$ cat config.mk
export PLATFORM = sky130hd
export DESIGN_NAME = car_park_allocator
export DESIGN_NICKNAME = d
export VERILOG_FILES = /design/src/rtl/car_park_allocator.sv
export SDC_FILE = /design/constraint.sdc
export NUM_CORES = 1
export LEC_CHECK = 0
export BUFFER_PORTS_ARGS = -buffer_cell sky130_fd_sc_hd__buf_2
export CAP_MARGIN = 20
export CORE_MARGIN = 2
export CORE_UTILIZATION = 52
export CTS_CLUSTER_SIZE = 25
export DETAILED_ROUTE_END_ITERATION = 6
export PLACE_DENSITY = 0.82
export SKIP_CTS_REPAIR_TIMING = 1
export SYNTH_ARGS = -nofsm -noshare
export SYNTH_HDL_FRONTEND = slang
export SYNTH_SLANG_ARGS = --single-unit
$ cat constraint.sdc
create_clock -name i_clk -period 4 [get_ports i_clk]
set_clock_uncertainty 0.15 [all_clocks]
set_input_delay 0.4 -clock i_clk [delete_from_list [all_inputs] [get_ports i_clk]]
set_output_delay 0.4 -clock i_clk [all_outputs]
set_load 0.05 [all_outputs]
$ cat src/rtl/car_park_allocator.sv
// car_park_allocator
//
// Parking controller with a per-slot occupancy bitmap. Each entry request is
// granted the lowest-numbered free slot, and each release frees one named
// slot. A granted entry opens the barrier for GATE_CYCLES cycles. Every
// status output is registered.
//
// Optional feature macro: CAR_PARK_RESERVE_EN
//   When it is defined, the top RESERVED_SLOTS indices can only be granted to
//   requests that arrive with i_car_permit high.
//
// Ports:
//   i_clk               clock, rising edge
//   i_reset             synchronous active-high reset
//   i_car_enter         entry request (level), acted on only in IDLE
//   i_car_permit        permit qualifier, sampled with i_car_enter
//                       (exists only with CAR_PARK_RESERVE_EN)
//   i_car_leave         release request, one release per high cycle
//   i_leave_slot        slot index being released
//   o_spot_allocated    one-cycle pulse on a grant
//   o_alloc_slot        granted index, held until the next grant
//   o_enter_denied      one-cycle pulse on a refused request
//   o_leave_error       one-cycle pulse on a release of a free or out-of-range slot
//   o_entry_gate_open   barrier drive
//   o_available_slots   count of free slots
//   o_parking_full      high when no slot is free
//   o_parking_empty     high when every slot is free
//   o_occupancy         bit i set means slot i is occupied
//
// Entry FSM:
//   state      | meaning
//   S_IDLE     | waiting for car_enter; grants or denies on the first one seen
//   S_GATE     | barrier open, gate down-counter running
//   S_WAIT_CLR | waiting for car_enter to drop so that a held request is not re-served

module car_park_allocator #(
  parameter int NUM_SLOTS   = 8,
  parameter int GATE_CYCLES = 4,
`ifdef CAR_PARK_RESERVE_EN
  parameter int RESERVED_SLOTS = 2,
`endif
  localparam int IDX_W = $clog2(NUM_SLOTS),
  localparam int CNT_W = $clog2(NUM_SLOTS + 1)
) (
  input  logic                 i_clk,
  input  logic                 i_reset,
  input  logic                 i_car_enter,
`ifdef CAR_PARK_RESERVE_EN
  input  logic                 i_car_permit,
`endif
  input  logic                 i_car_leave,
  input  logic [IDX_W-1:0]     i_leave_slot,
  output logic                 o_spot_allocated,
  output logic [IDX_W-1:0]     o_alloc_slot,
  output logic                 o_enter_denied,
  output logic                 o_leave_error,
  output logic                 o_entry_gate_open,
  output logic [CNT_W-1:0]     o_available_slots,
  output logic                 o_parking_full,
  output logic                 o_parking_empty,
  output logic [NUM_SLOTS-1:0] o_occupancy
);

  localparam int GC_W  = $clog2(GATE_CYCLES + 1);
  localparam int PAD_W = 1 << IDX_W;
`ifdef CAR_PARK_RESERVE_EN
  localparam int GEN_SLOTS = NUM_SLOTS - RESERVED_SLOTS;
`else
  localparam int GEN_SLOTS = NUM_SLOTS;
`endif
  localparam logic [IDX_W:0]   SLOT_LIM  = (IDX_W + 1)'(NUM_SLOTS);
  localparam logic [CNT_W-1:0] ALL_FREE  = CNT_W'(NUM_SLOTS);
  localparam logic [GC_W-1:0]  GATE_LOAD = GC_W'(GATE_CYCLES);

  typedef enum logic [1:0] {
    S_IDLE     = 2'd0,
    S_GATE     = 2'd1,
    S_WAIT_CLR = 2'd2
  } state_t;

  state_t                r_state;
  logic [GC_W-1:0]       r_gate_cnt;
  logic [NUM_SLOTS-1:0]  r_occ;
  logic [CNT_W-1:0]      r_avail;
  logic [IDX_W-1:0]      r_alloc_slot;
  logic                  r_spot;
  logic                  r_denied;
  logic                  r_leave_err;
  logic                  r_gate_open;
  logic                  r_full;
  logic                  r_empty;

  logic [NUM_SLOTS-1:0]  w_search_mask;
  logic [NUM_SLOTS-1:0]  w_cand;
  logic                  w_found;
  logic [IDX_W-1:0]      w_free_idx;
  logic                  w_grant;
  logic                  w_deny;
  logic [PAD_W-1:0]      w_occ_pad;
  logic [PAD_W-1:0]      w_clr_pad;
  logic                  w_rel_ok;
  logic                  w_leave_err;
  logic [NUM_SLOTS-1:0]  w_set;
  logic [NUM_SLOTS-1:0]  w_clr;
  logic [NUM_SLOTS-1:0]  w_occ_next;
  logic [CNT_W-1:0]      w_avail_next;

  // Slots a request is allowed to take; reserved slots open up with a permit.
  always_comb begin
    w_search_mask = '0;
    for (int i = 0; i < NUM_SLOTS; i++) begin
`ifdef CAR_PARK_RESERVE_EN
      w_search_mask[i] = (i < GEN_SLOTS) || i_car_permit;
`else
      w_search_mask[i] = (i < GEN_SLOTS);
`endif
    end
  end

  assign w_cand = ~r_occ & w_search_mask;

  // Scan from the top so the last hit is the lowest free index.
  always_comb begin
    w_found    = 1'b0;
    w_free_idx = '0;
    for (int i = NUM_SLOTS - 1; i >= 0; i--) begin
      if (w_cand[i]) begin
        w_found    = 1'b1;
        w_free_idx = IDX_W'(i);
      end
    end
  end

  assign w_grant = (r_state == S_IDLE) && i_car_enter && w_found;
  assign w_deny  = (r_state == S_IDLE) && i_car_enter && !w_found;

  // Pad the bitmap to a power of two so out-of-range indices read as free.
  assign w_occ_pad   = PAD_W'(r_occ);
  assign w_rel_ok    = i_car_leave && ({1'b0, i_leave_slot} < SLOT_LIM) && w_occ_pad[i_leave_slot];
  assign w_leave_err = i_car_leave && !w_rel_ok;

  assign w_clr_pad = PAD_W'(1) << i_leave_slot;
  assign w_set     = w_grant  ? (NUM_SLOTS'(1) << w_free_idx) : '0;
  assign w_clr     = w_rel_ok ? w_clr_pad[NUM_SLOTS-1:0]      : '0;

  // A granted slot is free pre-edge, so it can never also be a valid release.
  assign w_occ_next   = (r_occ | w_set) & ~w_clr;
  assign w_avail_next = r_avail - CNT_W'(w_grant) + CNT_W'(w_rel_ok);

  always_ff @(posedge i_clk) begin
    if (i_reset) begin
      r_state      <= S_IDLE;
      r_gate_cnt   <= '0;
      r_occ        <= '0;
      r_avail      <= ALL_FREE;
      r_alloc_slot <= '0;
      r_spot       <= 1'b0;
      r_denied     <= 1'b0;
      r_leave_err  <= 1'b0;
      r_gate_open  <= 1'b0;
      r_full       <= 1'b0;
      r_empty      <= 1'b1;
    end else begin
      r_spot      <= 1'b0;
      r_denied    <= 1'b0;
      r_leave_err <= w_leave_err;
      r_occ       <= w_occ_next;
      r_avail     <= w_avail_next;
      r_full      <= (w_avail_next == '0);
      r_empty     <= (w_avail_next == ALL_FREE);

      case (r_state)
        S_IDLE: begin
          if (w_grant) begin
            r_spot       <= 1'b1;
            r_alloc_slot <= w_free_idx;
            r_gate_open  <= 1'b1;
            r_gate_cnt   <= GATE_LOAD;
            r_state      <= S_GATE;
          end else if (w_deny) begin
            r_denied <= 1'b1;
            r_state  <= S_WAIT_CLR;
          end
        end
        S_GATE: begin
          // Terminal count: the gate has been open for GATE_CYCLES cycles.
          if (r_gate_cnt == GC_W'(1)) begin
            r_gate_open <= 1'b0;
            r_gate_cnt  <= '0;
            r_state     <= S_WAIT_CLR;
          end else begin
            r_gate_cnt <= r_gate_cnt - GC_W'(1);
          end
        end
        S_WAIT_CLR: begin
          if (!i_car_enter) begin
            r_state <= S_IDLE;
          end
        end
        default: begin
          r_state     <= S_IDLE;
          r_gate_open <= 1'b0;
          r_gate_cnt  <= '0;
        end
      endcase
    end
  end

  assign o_spot_allocated  = r_spot;
  assign o_alloc_slot      = r_alloc_slot;
  assign o_enter_denied    = r_denied;
  assign o_leave_error     = r_leave_err;
  assign o_entry_gate_open = r_gate_open;
  assign o_available_slots = r_avail;
  assign o_parking_full    = r_full;
  assign o_parking_empty   = r_empty;
  assign o_occupancy       = r_occ;

endmodule

==> reports/qor.txt, run 1 <==
Post-Layout Inst Area: 1450 um2
Synth Area per Inst: 8.90 um2
static leakage: 0.620 nW
Longest Clk Path Bufs: 2
Final Cycle Share: 0.862
Sum Neg Setup Slack: 0 ns
CP Buf/Inv Count: 3
CTS buffer count: 3
measured slew at the worst slew-check pin: 0.737 ns
Rows: 17
Clock Latency Late Sink: 0.32 ns
Hold Crit Depth: 2
Synth area leaders: dfxtp_1 (41%), ha_1 (5.9%), a21oi_1 (4.8%)
Worst EP required: 4.09 ns
final slew viol count: 0
core area: 2250 um2
YS warnings: 0
Setup crit start kind: flop
post-synthesis register bit count: 26
Wirelength per Cell: 14.7 um
WS Path Type: flop to flop
Crit path depth: 11
DR iter-0 viols: 28
DP HPWL: 2010 um
DP Cell Count: 191
I/O Buffers: 27
Synth Cell Area: 1260 um2
RSZ-0062 raised after global routing: no
Chip Width: 53.3 um
final hold vios: 0
critical path, cell by cell: nand4_1 > o21ai_1 > inv_1 > ha_1 > inv_1 > ha_1 > inv_1 > fa_1 > xor2_1 > nand3b_1 > a211oi_1
Setup crit start: o_occupancy[2]$_SDFF_PP0_
post-synth top area cell: dfxtp_1
vias per cell: 5.92
CP delay by family, top: compound AO/OA/AOI/OAI gates
Setup crit end: o_parking_empty$_SDFF_PP1_
initial antenna violation count: 0
syn nets: 156
DRT antenna net count: 0
Cell Pwr Density: 497 nW/um2
maximum VDD drop: 0.000313 V
min cycle time layout: 3.45 ns
Mapped Cells: 142
Slew headroom: 0.505
number of global-route vias before repair: 974
CP most frequent cell: inv_1
Overflow after GRT: 0
Async SR Flop Fraction: 0
RR Endpoint: o_parking_empty$_SDFF_PP1_
# Max-Cap Violations: 0
Final setup viols: 0
total wire length: 2860 um
largest net degree at the start of global routing: 25
critical path's slowest cell: o21ai_1
CTS clk-pin slew, worst paths: 0.14 ns
Nets: 182
worst hold path type: input pin to flop
Worst R2R Start: o_occupancy[2]$_SDFF_PP0_
Sink Count: 26
placed cell area: 1410 um2
1st-pass router iterations: 5
die span in y: 53.3 um
post-route insts no fill: 195
CP Capture Type: flop
Primary FF master, synth: dfxtp_1
ant diodes: 0
die area: 2840 um2
vias: 1155
Seq/Total Area, Yosys: 0.412
synth-to-layout area growth: 14.5%
Post-Route Hold Slack: 0.207 ns
wire length of the first global-routing pass: 4260 um
Yosys top cell area share: 0.412
Residual DRC: 0
CP max FO: 11
status: finished clean
worst-case reg-to-reg path depth: 11
share of cells above drive strength 1: 0.222
initial core utilization: 0.560
routability cong.: 0.892
gr usage total: 0.207
worst reg2reg setup slack: 0.55 ns
crit path DAT: 3.54 ns
Post-synth EDFFs: 0
H-tree depth: 1
CP peak stage delay: 0.70 ns
fmax: 290 MHz
CTS root buffer: clkbuf_4
# IOs: 28
Yosys cell types: 44
TritonCTS clock tree: yes
metal layers:
layer  GRT usage  part of all wire  up-vias
li1            -                 -      559
met1       0.260              0.43      539
met2       0.348              0.49       51
met3      0.0480             0.072        6
met4      0.0641             0.010        0
met5           0                 0        -
worst min-delay path by stage:
stage,start,to,slack [ns]
6_report,i_car_leave,o_leave_error$_SDFF_PP0_,0.21
2_1_floorplan,r_gate_cnt[1]$_SDFFE_PP0P_,r_gate_cnt[1]$_SDFFE_PP0P_,0.32
3_5_place_dp,o_alloc_slot[0]$_SDFFE_PP0P_,o_alloc_slot[0]$_SDFFE_PP0P_,0.31
4_1_cts,i_car_leave,o_leave_error$_SDFF_PP0_,0.21
5_1_grt,i_car_leave,o_leave_error$_SDFF_PP0_,0.19
3_3_place_gp,o_alloc_slot[1]$_SDFFE_PP0P_,o_alloc_slot[1]$_SDFFE_PP0P_,0.29
synth_stat cells (3+ instances only):
cell type	instances
o21ai_0	4
a21oi_1	12
ha_1	6
a211oi_1	4
nand2_1	10
inv_1	11
nor2b_1	3
clkbuf_1	5
nor2_1	14
dfxtp_1	26
nor3_1	6
registers in the layout, indices dropped and copies added, names as in the netlist:
register	count
o_entry_gate_open	1
o_enter_denied	1
o_occupancy	8
o_spot_allocated	1
o_leave_error	1
r_gate_cnt	3
o_parking_empty	1
o_available_slots	4
r_state	2
o_parking_full	1
o_alloc_slot	3
worst reg2reg max path, cell delays in order (launching register included):
cell and delay (ns):
dfxtp_1 0.49, nand4_1 0.33, o21ai_1 0.70, inv_1 0.11
ha_1 0.31, inv_1 0.06, ha_1 0.15, inv_1 0.05
fa_1 0.37, xor2_1 0.18, nand3b_1 0.14, a211oi_1 0.30
cell type report:
cell class	instances	area [um2]
fillers	211	808
multi-input cells	97	671
flip-flops and latches	26	520
repair buffers	27	135
inverters	13	48.8
clock buffers	4	36.3
well taps	28	35.0
cell families after synthesis:
logic type	count (synthesis)	synth area share
simple gates	50	0.211
flops	26	0.412
fa+ha+maj	7	0.0752
mux	3	0.0446
compound gates	35	0.186
xor+xnor	2	0.0139
buf+inv	19	0.0574
power by group:
part	internal [mW]	leakage, nW	switching, mW
clock	0.0557	0.0210	0.0804
sequential	0.292	0.213	0.0243
combinational	0.0833	0.386	0.184
cell usage in the layout, fill, tap and decap left out, types with 3 or more instances in the layout:
cell type	instances
a21oi_1	12
buf_2	27
ha_1	6
o21ai_0	4
nor2b_1	3
nor3_1	6
nand2_1	10
dfxtp_1	26
clkbuf_4	3
nor2_1	14
a211oi_1	4
inv_1	11
metrics by stage:
step	util	setup slack, ns	power [mW]
after floorplan	-	0.806	0.530
after global placement	0.625	0.859	0.576
after detailed placement	0.625	0.703	0.586
after CTS	0.642	0.609	0.720
after global routing	0.642	0.354	0.759
final	0.642	0.550	0.719
No activity file was read; power rests on OpenSTA's default activity.
==> run 2, diff against run 1 <==
- clock period: 4 -> 3.8 ns (I/O delays scaled with it)
==> run 2 against run 1 <==
Against the previous run: maximum frequency is 4.9% higher; critical path depth stayed put; sequential share of layout area is 0.35 points higher; count of clock-buffer cells in the layout is 1 lower; global-route usage is 0.44 points higher; non-clock buffer count stayed put; final area is 0.95% lower; die area stayed put; flip-flop and latch count stayed put; combinational power is 4% higher; critical path type unchanged; critical endpoint unchanged; largest power group unchanged.
==> reports/qor.txt, run 2 (synthesis results as in run 1) <==
status: finished clean
Final setup viols: 0
Worst EP required: 3.89 ns
PnR Total Power: 726 uW
CTS buffer count: 3
worst hold path type: input pin to flop
DP Cell Count: 191
Switching Fraction: 0.406
CP Capture Type: flop
static leakage: 0.613 nW
Seq pwr share: 0.458
Comb power frac: 0.383
number of global-route vias before repair: 991
Cell Pwr Density: 507 nW/um2
final slew viol count: 0
die area: 2840 um2
CTS root buffer: clkbuf_4
measured slew at the worst slew-check pin: 0.753 ns
maximum VDD drop: 0.000341 V
Clock Latency Late Sink: 0.31 ns
Slew headroom: 0.495
final hold vios: 0
CP max FO: 11
DR iter-0 viols: 38
Sink Count: 26
initial antenna violation count: 0
worst-case reg-to-reg path depth: 11
I/O Buffers: 27
Power Internal: 431 uW
WS Path Type: flop to flop
1st-pass router iterations: 4
# Max-Cap Violations: 0
share of cells above drive strength 1: 0.217
Residual DRC: 0
CP peak stage delay: 0.69 ns
RSZ-0062 raised after global routing: no
Final Cycle Share: 0.866
DP HPWL: 2000 um
Longest Clk Path Bufs: 2
fmax: 304 MHz
Overflow after GRT: 0
wire length of the first global-routing pass: 4350 um
Wirelength per Cell: 14.2 um
vias: 1120
gr usage total: 0.212
most frequent cells in the layout: buf_2 (27), dfxtp_1 (26), nor2_1 (14), a21oi_1 (12), inv_1 (11)
commonest non-fill, non-tap cell in the layout: buf_2
critical path, cell by cell: nand4_1 > o21ai_1 > inv_1 > ha_1 > inv_1 > ha_1 > inv_1 > fa_1 > xor2_1 > nand3b_1 > a211oi_1
placed cell area: 1410 um2
die span in y: 53.3 um
Setup crit start kind: flop
DRT antenna net count: 0
Post-Layout Inst Area: 1430 um2
Hold Crit Depth: 2
vias per cell: 5.77
routability cong.: 0.861
CP most frequent cell: inv_1
synth-to-layout area growth: 13.4%
TritonCTS clock tree: yes
P_sw: 294 uW
Clk pwr share: 0.159
Sum Neg Setup Slack: 0 ns
core area: 2250 um2
crit path DAT: 3.38 ns
initial core utilization: 0.560
min cycle time layout: 3.29 ns
H-tree depth: 1
total wire length: 2760 um
Nets: 182
max reg flops: 8
CTS clk-pin slew, worst paths: 0.13 ns
largest net degree at the start of global routing: 25
post-route insts no fill: 194
# IOs: 28
Chip Width: 53.3 um
Rows: 17
critical path's slowest cell: o21ai_1
ant diodes: 0
## run 2: through the flow
stage	utilization	setup slack, ns	hold slack [ns]
after floorplan	-	0.606	0.302
after global placement	0.625	0.729	0.290
after detailed placement	0.625	0.552	0.303
after CTS	0.635	0.495	0.180
after global routing	0.635	0.229	0.181
final	0.635	0.510	0.186
## run 2: path summary, 6_finish.rpt
| path | from | to | slack (ns) |
|---|---|---|---|
| max reg2reg | o_occupancy[2]$_SDFF_PP0_ | o_parking_empty$_SDFF_PP1_ | 0.51 |
| min | i_car_leave | o_leave_error$_SDFF_PP0_ | 0.19 |
| max | o_occupancy[2]$_SDFF_PP0_ | o_parking_empty$_SDFF_PP1_ | 0.51 |
| min reg2reg | o_alloc_slot[1]$_SDFFE_PP0P_ | o_alloc_slot[1]$_SDFFE_PP0P_ | 0.32 |
## run 2: power groups by stage
stage,combinational (mW),sequential (mW),clock (mW)
global placement,0.269,0.337,0
CTS,0.279,0.332,0.119
global route,0.302,0.338,0.129
detailed placement,0.278,0.338,0
finish,0.278,0.332,0.115
floorplan,0.123,0.435,0
## run 2: critical path: cells and delay by family, from the launching register on
| kind | cells | cell delay (ns) |
|---|---|---|
| adders and majority gates | 3 | 0.83 |
| and+or+nand+nor | 2 | 0.41 |
| buffers and inverters | 3 | 0.22 |
| DFF | 1 | 0.49 |
| AOI/OAI and AO/OA | 2 | 0.93 |
| xor gates and xnor gates | 1 | 0.19 |
## run 2: area by class of cell
type / count / area, um2
fillers: 213 / 822
flip-flops and latches: 26 / 520
repair buffers: 27 / 135
inverters: 13 / 48.8
multi-input cells: 97 / 671
well taps: 28 / 35.0
clock buffers: 3 / 22.5
## run 2: routing by layer
metal  share of wire  global-route usage  up-vias
met3           0.075              0.0367        4
met5               0                   0        -
li1                -                   -      560
met1            0.44               0.270      511
met2            0.47               0.354       45
met4          0.0091              0.0769        0
==> run 3, diff against run 2 <==
- CAP_MARGIN: 20 -> 25
- RECOVER_POWER: unset -> 100
==> run 3 against run 2 <==
Against the previous run: clock power barely moved; flip-flop and latch count stayed put; first-iteration DRC count up 2.6%; largest cell class unchanged; sequential power hardly changed; utilization shrank 1.4 points; cell count is the same; hold slack worse by 0.00056 ns.
==> reports/qor.txt, run 3 (synthesis results as in run 1) <==
gr usage total: 0.212
RSZ-0062 raised after global routing: no
placed cell area: 1410 um2
Post-Layout Inst Area: 1400 um2
static leakage: 0.528 nW
Cell Pwr Density: 513 nW/um2
DRT antenna net count: 0
CTS root buffer: clkbuf_4
Hold Path Origin: i_car_leave
Rows: 17
Worst EP required: 3.89 ns
initial core utilization: 0.560
Longest Clk Path Bufs: 2
min cycle time layout: 3.30 ns
routability cong.: 0.861
H-tree depth: 1
PnR Total Power: 719 uW
die span in y: 53.3 um
Setup crit start: o_occupancy[3]$_SDFF_PP0_
vias per cell: 5.73
core area: 2250 um2
initial antenna violation count: 0
1st-pass router iterations: 4
fmax: 303 MHz
die area: 2840 um2
CP Capture Type: flop
wire length of the first global-routing pass: 4350 um
share of cells above drive strength 1: 0.0843
worst hold path type: input pin to flop
Overflow after GRT: 0
Slew headroom: 0.493
commonest non-fill, non-tap cell in the layout: dfxtp_1
Nets: 182
Sum Neg Setup Slack: 0 ns
vias: 1111
final setup margin: 0.504 ns
synth-to-layout area growth: 10.9%
Clock Latency Late Sink: 0.31 ns
DR iter-0 viols: 39
Final setup viols: 0
Post-Route Hold Slack: 0.185 ns
DP HPWL: 2000 um
Final Cycle Share: 0.867
final hold vios: 0
Chip Width: 53.3 um
max reg flops: 8
CTS clk-pin slew, worst paths: 0.13 ns
number of global-route vias before repair: 991
Fill cells: 225
TritonCTS clock tree: yes
# Max-Cap Violations: 0
most frequent cells in the layout: dfxtp_1 (26), clkbuf_1 (21), nor2_1 (14), a21oi_1 (12), inv_1 (11)
Place WS: 0.552 ns
# IOs: 28
CTS buffer count: 3
final slew viol count: 0
crit path DAT: 3.39 ns
Wirelength per Cell: 14.2 um
largest net degree at the start of global routing: 25
Sink Count: 26
Residual DRC: 0
total wire length: 2760 um
maximum VDD drop: 0.000337 V
I/O Buffers: 27
measured slew at the worst slew-check pin: 0.755 ns
Setup crit start kind: flop
WS Path Type: flop to flop
Worst R2R Start: o_occupancy[3]$_SDFF_PP0_
CP max FO: 11
status: finished clean
ant diodes: 0
==> run 3: stage by stage <==
| step | cells | util |
|---|---|---|
| after floorplan | 142 | - |
| after global placement | 191 | 0.625 |
| after detailed placement | 191 | 0.625 |
| after CTS | 194 | 0.635 |
| after global routing | 194 | 0.622 |
| final | 194 | 0.622 |
==> run 3: cell type report <==
class,instances,area (um2),area share
clock buffers,3,22.5,0.0161
repair buffers,27,109,0.0777
multi-input cells,97,666,0.475
flip-flops and latches,26,520,0.371
inverters,13,48.8,0.0348
well taps,28,35.0,0.0250
==> run 3: per-layer routing <==
layer  share of wire  track usage
met3           0.071       0.0367
met2            0.46        0.354
met1            0.46        0.270
met5               0            0
met4          0.0090       0.0769
==> run 3: path summary, 6_finish.rpt <==
| check | cells after the start | end | slack, ns |
|---|---|---|---|
| worst max-delay path | 11 | o_parking_empty$_SDFF_PP1_ | 0.50 |
| worst min-delay path | 2 | o_leave_error$_SDFF_PP0_ | 0.19 |
| worst max register to register | 11 | o_parking_empty$_SDFF_PP1_ | 0.50 |
| worst min register to register | 2 | o_alloc_slot[1]$_SDFFE_PP0P_ | 0.32 |
==> run 3: power breakdown <==
part	leakage, nW	total (mW)	switching (mW)	internal (mW)
clock	0.0138	0.115	0.0780	0.0371
combinational	0.301	0.271	0.192	0.0787
sequential	0.213	0.333	0.0257	0.307
==> run 3: worst max-delay path: stages (launching register included) <==
cell and delay (ns):
dfxtp_1 0.50, nand4_1 0.29, o21ai_1 0.69, inv_1 0.12
ha_1 0.31, inv_1 0.05, ha_1 0.15, inv_1 0.05
fa_1 0.37, xor2_1 0.19, nand3b_1 0.12, a211oi_1 0.24
